## src/rtl/fifo_pkg.sv

```systemverilog
// Shared async-FIFO definitions: default geometry and Gray/binary helpers.
// Helpers work on 32-bit values; callers size-cast to their pointer width.
package fifo_pkg;

  localparam int fifo_datawidth  = 8;
  localparam int fifo_addr_width = 3;
  localparam int fifo_depth      = 1 << fifo_addr_width;

  function automatic logic [31:0] bin2gray(input logic [31:0] b);
    return (b >> 1) ^ b;
  endfunction

  function automatic logic [31:0] gray2bin(input logic [31:0] g);
    logic [31:0] b;
    b[31] = g[31];
    for (int i = 30; i >= 0; i--) b[i] = b[i+1] ^ g[i];
    return b;
  endfunction

endpackage

```

## src/rtl/sync_w2r.sv

```systemverilog
// Two-flop synchronizer bringing the write-domain Gray pointer into rclk.
// Ports: rclk/rrst (sync, active-high), wptr (async Gray in),
//        rq2_wptr (synchronized Gray out).
module sync_w2r #(
  parameter int width = 4
) (
  input  logic             rclk,
  input  logic             rrst,
  input  logic [width-1:0] wptr,
  output logic [width-1:0] rq2_wptr
);

  logic [width-1:0] rq1_wptr;

  always_ff @(posedge rclk) begin
    if (rrst) begin
      rq1_wptr <= '0;
      rq2_wptr <= '0;
    end else begin
      rq1_wptr <= wptr;
      rq2_wptr <= rq1_wptr;
    end
  end

endmodule

```

## src/rtl/fifo_read_ctrl.sv

```systemverilog
// Async FIFO read-side controller (rclk domain).
// Ports: rclk/rrst (sync, active-high); wptr (write Gray pointer, async);
//        mem_rdata (combinational RAM data at raddr); rd_ready (consumer);
//        raddr (RAM read address); rptr (Gray read pointer to write side);
//        rempty (registered empty); rd_data/rd_valid (one-entry output reg).
module fifo_read_ctrl
  import fifo_pkg::*;
#(
  parameter int datawidth  = fifo_datawidth,
  parameter int addr_width = fifo_addr_width
) (
  input  logic                  rclk,
  input  logic                  rrst,
  input  logic [addr_width:0]   wptr,
  input  logic [datawidth-1:0]  mem_rdata,
  input  logic                  rd_ready,
  output logic [addr_width-1:0] raddr,
  output logic [addr_width:0]   rptr,
  output logic                  rempty,
  output logic [datawidth-1:0]  rd_data,
  output logic                  rd_valid
);

  localparam int PW = addr_width + 1;

  logic [addr_width:0] rbin, rbinnext, rgraynext, rq2_wptr;
  logic                rinc;

  sync_w2r #(.width(PW)) u_sync (
    .rclk     (rclk),
    .rrst     (rrst),
    .wptr     (wptr),
    .rq2_wptr (rq2_wptr)
  );

  // Pop when a word exists and the output slot is free or being drained.
  assign rinc      = ~rempty & (~rd_valid | rd_ready);
  assign rbinnext  = rbin + {{addr_width{1'b0}}, rinc};
  assign rgraynext = PW'(bin2gray(32'(rbinnext)));
  assign raddr     = rbin[addr_width-1:0];

  always_ff @(posedge rclk) begin
    if (rrst) begin
      rbin     <= '0;
      rptr     <= '0;
      rempty   <= 1'b1;
      rd_data  <= '0;
      rd_valid <= 1'b0;
    end else begin
      rbin   <= rbinnext;
      rptr   <= rgraynext;
      // Compare the post-pop pointer so the last pop flags empty immediately.
      rempty <= (rgraynext == rq2_wptr);
      if (rinc) begin
        rd_data  <= mem_rdata;
        rd_valid <= 1'b1;
      end else if (rd_ready) begin
        rd_valid <= 1'b0;
      end
    end
  end

endmodule

```

## config.mk

```make
export PLATFORM = sky130hd
export DESIGN_NAME = fifo_read_ctrl
export DESIGN_NICKNAME = d
export VERILOG_FILES = /design/src/rtl/fifo_pkg.sv /design/src/rtl/sync_w2r.sv /design/src/rtl/fifo_read_ctrl.sv
export SDC_FILE = /design/constraint.sdc
export NUM_CORES = 1
export LEC_CHECK = 0
export ABC_AREA = 1
export CAP_MARGIN = 15
export CORE_ASPECT_RATIO = 0.75
export CORE_MARGIN = 1.5
export CORE_UTILIZATION = 50
export DETAILED_ROUTE_END_ITERATION = 10
export DONT_BUFFER_PORTS = 1
export GPL_ROUTABILITY_DRIVEN = 1
export RECOVER_POWER = 25
export SYNTH_ARGS = -nofsm -noshare
export SYNTH_HDL_FRONTEND = slang
export SYNTH_SLANG_ARGS = --single-unit
```

## constraint.sdc

```tcl
create_clock -name rclk -period 2.1 [get_ports rclk]
set_input_delay 0.42 -clock rclk [delete_from_list [all_inputs] [get_ports rclk]]
set_output_delay 0.42 -clock rclk [all_outputs]
set_load 0.05 [all_outputs]
```

# Yosys cells after proc, flatten, opt, wreduce, memory -nomap -nowiden
# Cells that the tools add are included.
totals:
  regBits: 26
  inputBits: 15
op_classes:
  n_addsub: 1
  eq_ne: 1
  muxes: 2
  n_reduce_logical: 1
  bitwise_logic: 5
op_table:
  columns: ["op", "n"]
  rows:
  - ["$add A4 B1 Y4", 1]
  - ["$eq A4 B4 Y1", 1]
  - ["$xor A3 B4 Y4", 1]
  - ["$mux W1", 2]
  - ["$not A1 Y1", 2]
  - ["$reduce_bool A2 Y1", 1]
  - ["$and A1 B1 Y1", 1]
  - ["$or A1 B1 Y1", 1]

# Longest topological paths before layout
# Gate-level depths: netlist (run 1).
depth:
  word_depth: 6
  ltp_mapped: 13
  mapped_depth_nobuf: 13

# By module
# Synthesis (run 1) repeated with hierarchy kept, for this count alone.
hier_totals:
  hier_cells: 127
  hier_area_um2: 958.4
by_module_without_submodules:
  columns: ["module", "cells_per_inst", "n_inst", "area_per_inst_um2"]
  rows:
  - ["fifo_read_ctrl", 102, 1, 726.9]
  - ["sync_w2r", 25, 1, 231.5]

# Least setup slack after synthesis (run 1)
# OpenSTA, ideal clock, no wires.
synth_timing:
  path_type: "register -> register"
  start: "register rd_valid"
  end: "register rempty"
  t_required_ns: 2.040
  period_less_slack_ns: 2.017
  arrival_ns: 1.957
  setup_time_ns: 0.060
  setup_slack_ns: 0.083
  stages_incl_launch_ff: 13
  path_buffers: 0
  cell_sequence: "dfxtp_1 > a21oi_2 > ha_1 > ha_1 > inv_1 > nand2_1 > nand2_1 > nand2_1 > nand2_1 > nand3_1 > nor2_1 > nand2_1 > nand2_1"
synth_between:
  elab_chain_len: 6
synth_rtl:
  columns: ["item", "line", "rtl"]
  rows:
  - ["from (decl)", "fifo_read_ctrl.sv:21", "output logic rd_valid"]
  - ["from (signal assigned)", "fifo_read_ctrl.sv:48", "rd_valid <= 1'b0;"]
  - ["from (signal assigned)", "fifo_read_ctrl.sv:56", "rd_valid <= 1'b1;"]
  - ["from (signal assigned)", "fifo_read_ctrl.sv:58", "rd_valid <= 1'b0;"]
  - ["$not A1 Y1", "fifo_read_ctrl.sv:37", "assign rinc = ~rempty & (~rd_valid | rd_ready);"]
  - ["$or A1 B1 Y1", "fifo_read_ctrl.sv:37", null]
  - ["$and A1 B1 Y1", "fifo_read_ctrl.sv:37", null]
  - ["net rinc", "fifo_read_ctrl.sv:27", "logic rinc;"]
  - ["$add A4 B1 Y4", "fifo_read_ctrl.sv:38", "assign rbinnext = rbin + {{addr_width{1'b0}}, rinc};"]
  - ["net rbinnext[1]", "fifo_read_ctrl.sv:26", "logic [addr_width:0] rbin, rbinnext, rgraynext, rq2_wptr;"]
  - ["$xor A3 B4 Y4", "fifo_pkg.sv:10", "return (b >> 1) ^ b;"]
  - ["$eq A4 B4 Y1", "fifo_read_ctrl.sv:53", "rempty <= (rgraynext == rq2_wptr);"]
  - ["to (signal assigned)", "fifo_read_ctrl.sv:53", null]
  - ["to (decl)", "fifo_read_ctrl.sv:19", "output logic rempty,"]
# The timed path passes the listed nets, and every way through them passes these cells.
# A chain may end at the register's enable or synchronous reset.

# Final worst setup path (run 1)
layout_timing:
  start: "register rd_valid"
  end: "register rempty"
layout_between:
  elab_chain_len: 6
layout_rtl:
  columns: ["item", "line"]
  rows:
  - ["$not A1 Y1", "fifo_read_ctrl.sv:37"]
  - ["$or A1 B1 Y1", "fifo_read_ctrl.sv:37"]
  - ["$and A1 B1 Y1", "fifo_read_ctrl.sv:37"]
  - ["net rinc", "fifo_read_ctrl.sv:27"]
  - ["$add A4 B1 Y4", "fifo_read_ctrl.sv:38"]
  - ["$xor A3 B4 Y4", "fifo_pkg.sv:10"]
  - ["$eq A4 B4 Y1", "fifo_read_ctrl.sv:53"]
# The timed path passes the listed nets, and every way through them passes these cells.

==> impl_results.md, run 1 <==
* Top post-synthesis cells by area: dfxtp_1 (52%), nor2_1 (11%), inv_1 (7.4%)
* Clk root buf: clkbuf_4
* Worst R2R End: rempty$_SDFF_PP1_
* H-tree Lvls at 1
* Cts bufs inserted at 3
* Post-synth ARST share at 0
* Layout cells sized above 1 at 0.102
* Synthesized Nets at 145
* First-pass GRT wire length at 2680 um
* Reg2reg path depth at 10
* Avg Inst Size Synth at 7.49 um2
* ANT nets after route at 0
* Min-delay worst type: input port to flop
* Largest net degree at the start of global routing at 18
* Met3 usage at 0.0803
* Antenna violations before repair at 0
* Crit path from: rd_valid$_SDFFE_PP0P_
* Switch Pwr at 0.000754 W
* Slew margin rel. at 0.580
* Via count at 818
* Actual slew at the worst max-slew pin at 0.629 ns
* Hold Buf Count CTS at 0
* Reg clk slew, reported paths at 0.14 ns
* Unique masters post-synth at 13
* CTS tree: yes
* Post-DP HPWL at 1410 um
* FF+latch count, synth at 25
* Synth top area share at 0.522
* Final setup fails at 0
* DIE AREA at 0.00219 mm2
* Die Span Y at 40.9 um
* Setup WS pre-CTS at 0.259 ns
* Yosys synthesis warning count at 0
* Clk pwr share at 0.145
* Reg-to-reg slack, setup at 0.28 ns
* Tmin final at 1.82 ns
* Initial core utilization at 0.541
* Core area at 0.00177 mm2
* Top post-synthesis cells by count: nor2_1 (29), dfxtp_1 (25), inv_1 (19), nand2_1 (19), nand3_1 (12)
* Max-slew violation count at 0
* Synth area leader: dfxtp_1
* Total Neg Setup Slack at 0 ns
* Die W at 53.6 um
* Post-synth top flop: dfxtp_1
* GRT Resource Usage Total at 0.184
* Most Crowded Layer GR: met2
* Rows at 13
* Number of max-cap violations at 0
* Seq/Total Area, Yosys at 0.522
* DP Cell Count at 155
* DRC errors left at 0
* Status: finished, final reports clean
* P_leak at 0.502 nW
* Nets at 155
* Met2 Use GR at 0.296
* Fin Hold WS at 0.138 ns
* Crit path kind: flop to flop
* Final WL at 1810 um
* GP Congestion at 0.860
* Final Hold Viols at 0
* Crit. End Element: flop
* Iter 0 DRT Violations at 7
* Drt pass-1 iters at 4
* I/O Pins at 32
* Arrival time worst endpoint at 2.05 ns
* Switching share of total power at 0.482
* Sink Count at 25
* Reg power frac at 0.547
* Max Freq at 550 MHz
* Final critical-path setup slack at 0.283 ns
* Min-delay src: rrst
* Post-synth EDFFs at 0
* Wire per inst at 11.4 um
* Critical path peak fanout at 5
* Final antenna diode count at 0
* IO buf count at 0
* Skew-Pair Late Insertion Delay at 0.32 ns
* IR drop worst, VDD at 0.000964 V
* Critical Path Start Type: flop
* Clk_skew at 0.00596 ns
* Via density at 5.14
* Worst EP required at 2.33 ns
* End of the critical path: rempty$_SDFF_PP1_
* Synth Cell Area at 958 um2
* CTS max path bufs at 2
* Cells after Synth at 128
* Post-cts resize count at 0
* Non-filler cells, final at 159
* Launching point of the worst reg2reg path: rd_valid$_SDFFE_PP0P_
* Internal power at 0.000812 W
* Count leader, synth: nor2_1
* Vias in the first global route at 599
* RSZ-0062 raised after global routing: false
* Period utilization at 0.865
* Pwr/cell area at 1490 mW/mm2
* GRT Residual Overflow at 0
* Comb power frac at 0.309
* Routing usage on met1 at 0.233
* Area grow syn2layout at 10.1%
* Post-CTS Setup Inserts at 0
-- power groups by stage --
stage               logic (W)  clock network (W)  registers [W]
floorplan            0.000265                  0       0.000968
global placement     0.000479                  0       0.000869
detailed placement   0.000487                  0       0.000873
CTS                  0.000490           0.000238       0.000862
global route         0.000541           0.000256       0.000873
finish               0.000484           0.000227       0.000857
-- layout by cell type (no fill, tap or decap), drive strengths merged --
master and count:
nor2 29, dfxtp 25, ha 2, a21oi 5, buf 6, o21ai 8
inv 20, nand3 12, nand4 2, clkbuf 4, nand3b 1, nand2 23
-- per-layer routing --
layer / vias up / wire length [um]
li1: 414 / -
met5: - / 0
met2: 34 / 784
met1: 367 / 881
met4: 0 / 10
met3: 3 / 129
-- logic make-up (layout without fill, tap and decap cells) --
kind of cell | count (synthesis) | in the layout | share of synthesized area
AND/OR/NAND/NOR | 67 | 67 | 0.298
flip-flops | 25 | 25 | 0.522
adder cells (fa/ha/maj) | 2 | 2 | 0.0261
AO/OA/AOI/OAI | 13 | 13 | 0.0718
buffers and inverters | 21 | 30 | 0.0823
-- worst max-delay path: stages, from the launching register on --
cell and delay (ns):
dfxtp_1 0.34, a21oi_1 0.23, ha_1 0.27, ha_1 0.23, nand2_1 0.12, nand2_2 0.14
nand3_1 0.12, nand3_1 0.11, nand2_1 0.07, nand2_1 0.06, nand2_1 0.04
-- layout make-up --
| class | instances | area, um2 |
|---|---|---|
| Inverter | 19 | 71.3 |
| Clock inverter | 1 | 8.76 |
| Tap cell | 22 | 27.5 |
| Sequential cell | 25 | 500 |
| Fill cell | 189 | 718 |
| Timing Repair Buffer | 7 | 48.8 |
| Multi-Input combinational cell | 82 | 375 |
| Clock buffer | 3 | 22.5 |
-- state kept, by name, summed over array words and instances, names as in the netlist --
register         cells
rptr                 4
rbin                 3
rempty               1
u_sync.rq2_wptr      4
u_sync.rq1_wptr      4
rd_data              8
rd_valid             1
-- stage by stage --
step | utilization | instance area (um2) | total power (W)
after detailed placement | 0.582 | 1030 | 0.00136
after floorplan | - | 958 | 0.00123
after global routing | 0.595 | 1050 | 0.00167
after global placement | 0.582 | 1030 | 0.00135
after CTS | 0.599 | 1060 | 0.00159
final | 0.595 | 1050 | 0.00157
-- how the worst min path moves through the flow --
stage,endpoint,slack [ns],cells after the start
finish,u_sync.rq1_wptr[2]$_SDFF_PP0_,0.14,1
global route,u_sync.rq1_wptr[2]$_SDFF_PP0_,0.10,1
CTS,u_sync.rq1_wptr[2]$_SDFF_PP0_,0.13,1
detailed placement,u_sync.rq2_wptr[0]$_SDFF_PP0_,0.40,2
global placement,u_sync.rq2_wptr[3]$_SDFF_PP0_,0.39,2
floorplan,u_sync.rq2_wptr[0]$_SDFF_PP0_,0.39,2
Note: power is estimated with default switching activity, not from simulation.
==> run 2: changes to the inputs <==
Settings changed: REMOVE_ABC_BUFFERS set to 1, SLEW_MARGIN set to 5.
==> run 2 against run 1 <==
  * Critical path type unchanged
  * Cell count unchanged
  * Largest power group unchanged
  * Clock skew decreased by 0.0022 ns
  * Combinational power about the same
==> impl_results.md, run 2 (synthesis results as in run 1) <==
* Iter 0 DRT Violations at 21 (was 7)
* Via density at 4.82 (was 5.14)
* Clk_skew at 0.00380 ns (was 0.00596 ns)
* IR drop worst, VDD at 0.000824 V (was 0.000964 V)
* GP Congestion at 0.821 (was 0.860)
* Status: finished, final reports clean (unchanged)
* Reg clk slew, reported paths at 0.13 ns (was 0.14 ns)
* CTS max path bufs at 2 (unchanged)
* Via count at 766 (was 818)
* Most frequent cells in the layout: nor2_1 (29), dfxtp_1 (25), inv_1 (19), nand2_1 (19), nand3_1 (12) (unchanged)
* Reg power frac at 0.555 (was 0.547)
* Tmin final at 1.77 ns (was 1.82 ns)
* Actual slew at the worst max-slew pin at 0.630 ns (was 0.629 ns)
* I/O Pins at 32 (unchanged)
* DIE AREA at 0.00219 mm2 (unchanged)
* Max Freq at 566 MHz (was 550 MHz)
* Area grow syn2layout at 9.66% (was 10.1%)
* Biggest register: rd_data (unchanged)
* Crit path kind: flop to flop (unchanged)
* Rows at 13 (unchanged)
* Vias in the first global route at 592 (was 599)
* Non-filler cells, final at 159 (unchanged)
* Nets at 155 (unchanged)
* Wire per inst at 10.3 um (was 11.4 um)
* Critical path peak fanout at 4 (was 5)
* GRT Residual Overflow at 0 (unchanged)
* Core area at 0.00177 mm2 (unchanged)
* Final WL at 1630 um (was 1810 um)
* RSZ-0062 raised after global routing: false (unchanged)
* Final setup fails at 0 (unchanged)
* Post-cts resize count at 0 (unchanged)
* Switch Pwr at 0.000742 W (was 0.000754 W)
* Hold Buf Count CTS at 0 (unchanged)
* Post-DP HPWL at 1250 um (was 1410 um)
* CTS tree: yes (unchanged)
* Post-CTS Setup Inserts at 0 (unchanged)
* Commonest non-fill, non-tap cell in the layout: nor2_1 (unchanged)
* Drt pass-1 iters at 4 (unchanged)
* Clk root buf: clkbuf_4 (unchanged)
* ANT nets after route at 0 (unchanged)
* Crit path cell chain: a21oi_1, ha_1, ha_1, inv_1, nand2_1, nand2_1, nand2_1, nand2_1, nand3_1, nor2_1, nand2_1, nand2_1 (was a21oi_1, ha_1, ha_1, nand2_1, nand2_2, nand3_1, nand3_1, nand2_1, nand2_1, nand2_1)
* Final antenna diode count at 0 (unchanged)
* Crit. End Element: flop (unchanged)
* Worst EP required at 2.37 ns (was 2.33 ns)
* Arrival time worst endpoint at 2.04 ns (was 2.05 ns)
* Top cell by count, worst path: nand2_1 (unchanged)
* Clk pwr share at 0.134 (was 0.145)
* Largest register FFs at 8 (unchanged)
* Sink Count at 25 (unchanged)
* Most Crowded Layer GR: met2 (unchanged)
* Period utilization at 0.842 (was 0.865)
* DRC errors left at 0 (unchanged)
* Max-slew violation count at 0 (unchanged)
* Die W at 53.6 um (unchanged)
* H-tree Lvls at 1 (unchanged)
* Die Span Y at 40.9 um (unchanged)
* Antenna violations before repair at 0 (unchanged)
* Met2 Use GR at 0.244 (was 0.296)
* Cts bufs inserted at 3 (unchanged)
* Number of max-cap violations at 0 (unchanged)
* Initial core utilization at 0.541 (unchanged)
* GRT Resource Usage Total at 0.167 (was 0.184)
* Routing usage on met1 at 0.213 (was 0.233)
* Slew margin rel. at 0.580 (about the same)
* First-pass GRT wire length at 2460 um (was 2680 um)
* Critical Path Start Type: flop (unchanged)
* CP max stage delay at 0.33 ns (was 0.34 ns)
* PnR Total Power at 0.00155 W (was 0.00157 W)
* Skew-Pair Late Insertion Delay at 0.31 ns (was 0.32 ns)
* P_leak at 0.501 nW (was 0.502 nW)
* Switching share of total power at 0.479 (was 0.482)
* Layout cells sized above 1 at 0.102 (unchanged)
* DP Cell Count at 155 (unchanged)
* IO buf count at 0 (unchanged)
* Met3 usage at 0.0730 (was 0.0803)
* Final Hold Viols at 0 (unchanged)
* Total Neg Setup Slack at 0 ns (unchanged)
* Pwr/cell area at 1470 mW/mm2 (was 1490 mW/mm2)
* Slowest-stage cell, CP: dfxtp_1 (unchanged)
* Internal power at 0.000806 W (was 0.000812 W)
* Min-delay worst type: input port to flop (unchanged)
* Comb power frac at 0.311 (was 0.309)
* Largest net degree at the start of global routing at 18 (unchanged)
## run 2: cell types whose count changed in the layout (fill, tap and decap cells not counted), sizes merged
| cell | before | now |
|---|---|---|
| inv | 20 | 19 |
| clkinv | 0 | 1 |
## run 2: area by class of cell
cell class                      instances  area, um2
Clock inverter                          1       5.00
Timing Repair Buffer                    7       48.8
Inverter                               19       71.3
Sequential cell                        25        500
Tap cell                               22       27.5
Fill cell                             168        722
Clock buffer                            3       22.5
Multi-Input combinational cell         82        375
## run 2: critical path: cells and delay by family (launching register included)
| kind | cells | cell delay [ns] |
|---|---|---|
| AOI/OAI and AO/OA | 1 | 0.20 |
| adders and majority gates | 2 | 0.53 |
| buffers and inverters | 1 | 0.12 |
| DFF | 1 | 0.33 |
| and+or+nand+nor | 8 | 0.54 |
## run 2: path summary, 6_finish.rpt
check | startpoint | end | slack, ns | depth (start not counted)
max reg2reg | rd_valid$_SDFFE_PP0P_ | rempty$_SDFF_PP1_ | 0.33 | 12
max | rd_valid$_SDFFE_PP0P_ | rempty$_SDFF_PP1_ | 0.33 | 12
min | rrst | u_sync.rq1_wptr[1]$_SDFF_PP0_ | 0.16 | 1
min reg2reg | u_sync.rq1_wptr[2]$_SDFF_PP0_ | u_sync.rq2_wptr[2]$_SDFF_PP0_ | 0.41 | 2
## run 2: per-layer routing
| layer | part of all wire | vias up | wire length [um] |
|---|---|---|---|
| met5 | 0 | - | 0 |
| met1 | 0.48 | 321 | 784 |
| li1 | - | 414 | - |
| met3 | 0.083 | 0 | 136 |
| met2 | 0.44 | 31 | 712 |
| met4 | 0 | 0 | 0 |
## run 2: power groups by stage
stage | registers [W] | logic (W) | clock network (W)
floorplan | 0.000968 | 0.000261 | 0
global placement | 0.000874 | 0.000474 | 0
detailed placement | 0.000875 | 0.000484 | 0
CTS | 0.000864 | 0.000488 | 0.000221
global route | 0.000875 | 0.000537 | 0.000237
finish | 0.000859 | 0.000482 | 0.000208
## run 2: through the flow
| step | hold slack [ns] | utilization | area, um2 | setup slack [ns] |
|---|---|---|---|---|
| floorplan | 0.388 | - | 951 | 0.0840 |
| global placement | 0.390 | 0.582 | 1030 | 0.341 |
| detailed placement | 0.397 | 0.582 | 1030 | 0.280 |
| CTS | 0.138 | 0.597 | 1060 | 0.386 |
| global route | 0.122 | 0.593 | 1050 | 0.209 |
| finish | 0.157 | 0.593 | 1050 | 0.332 |
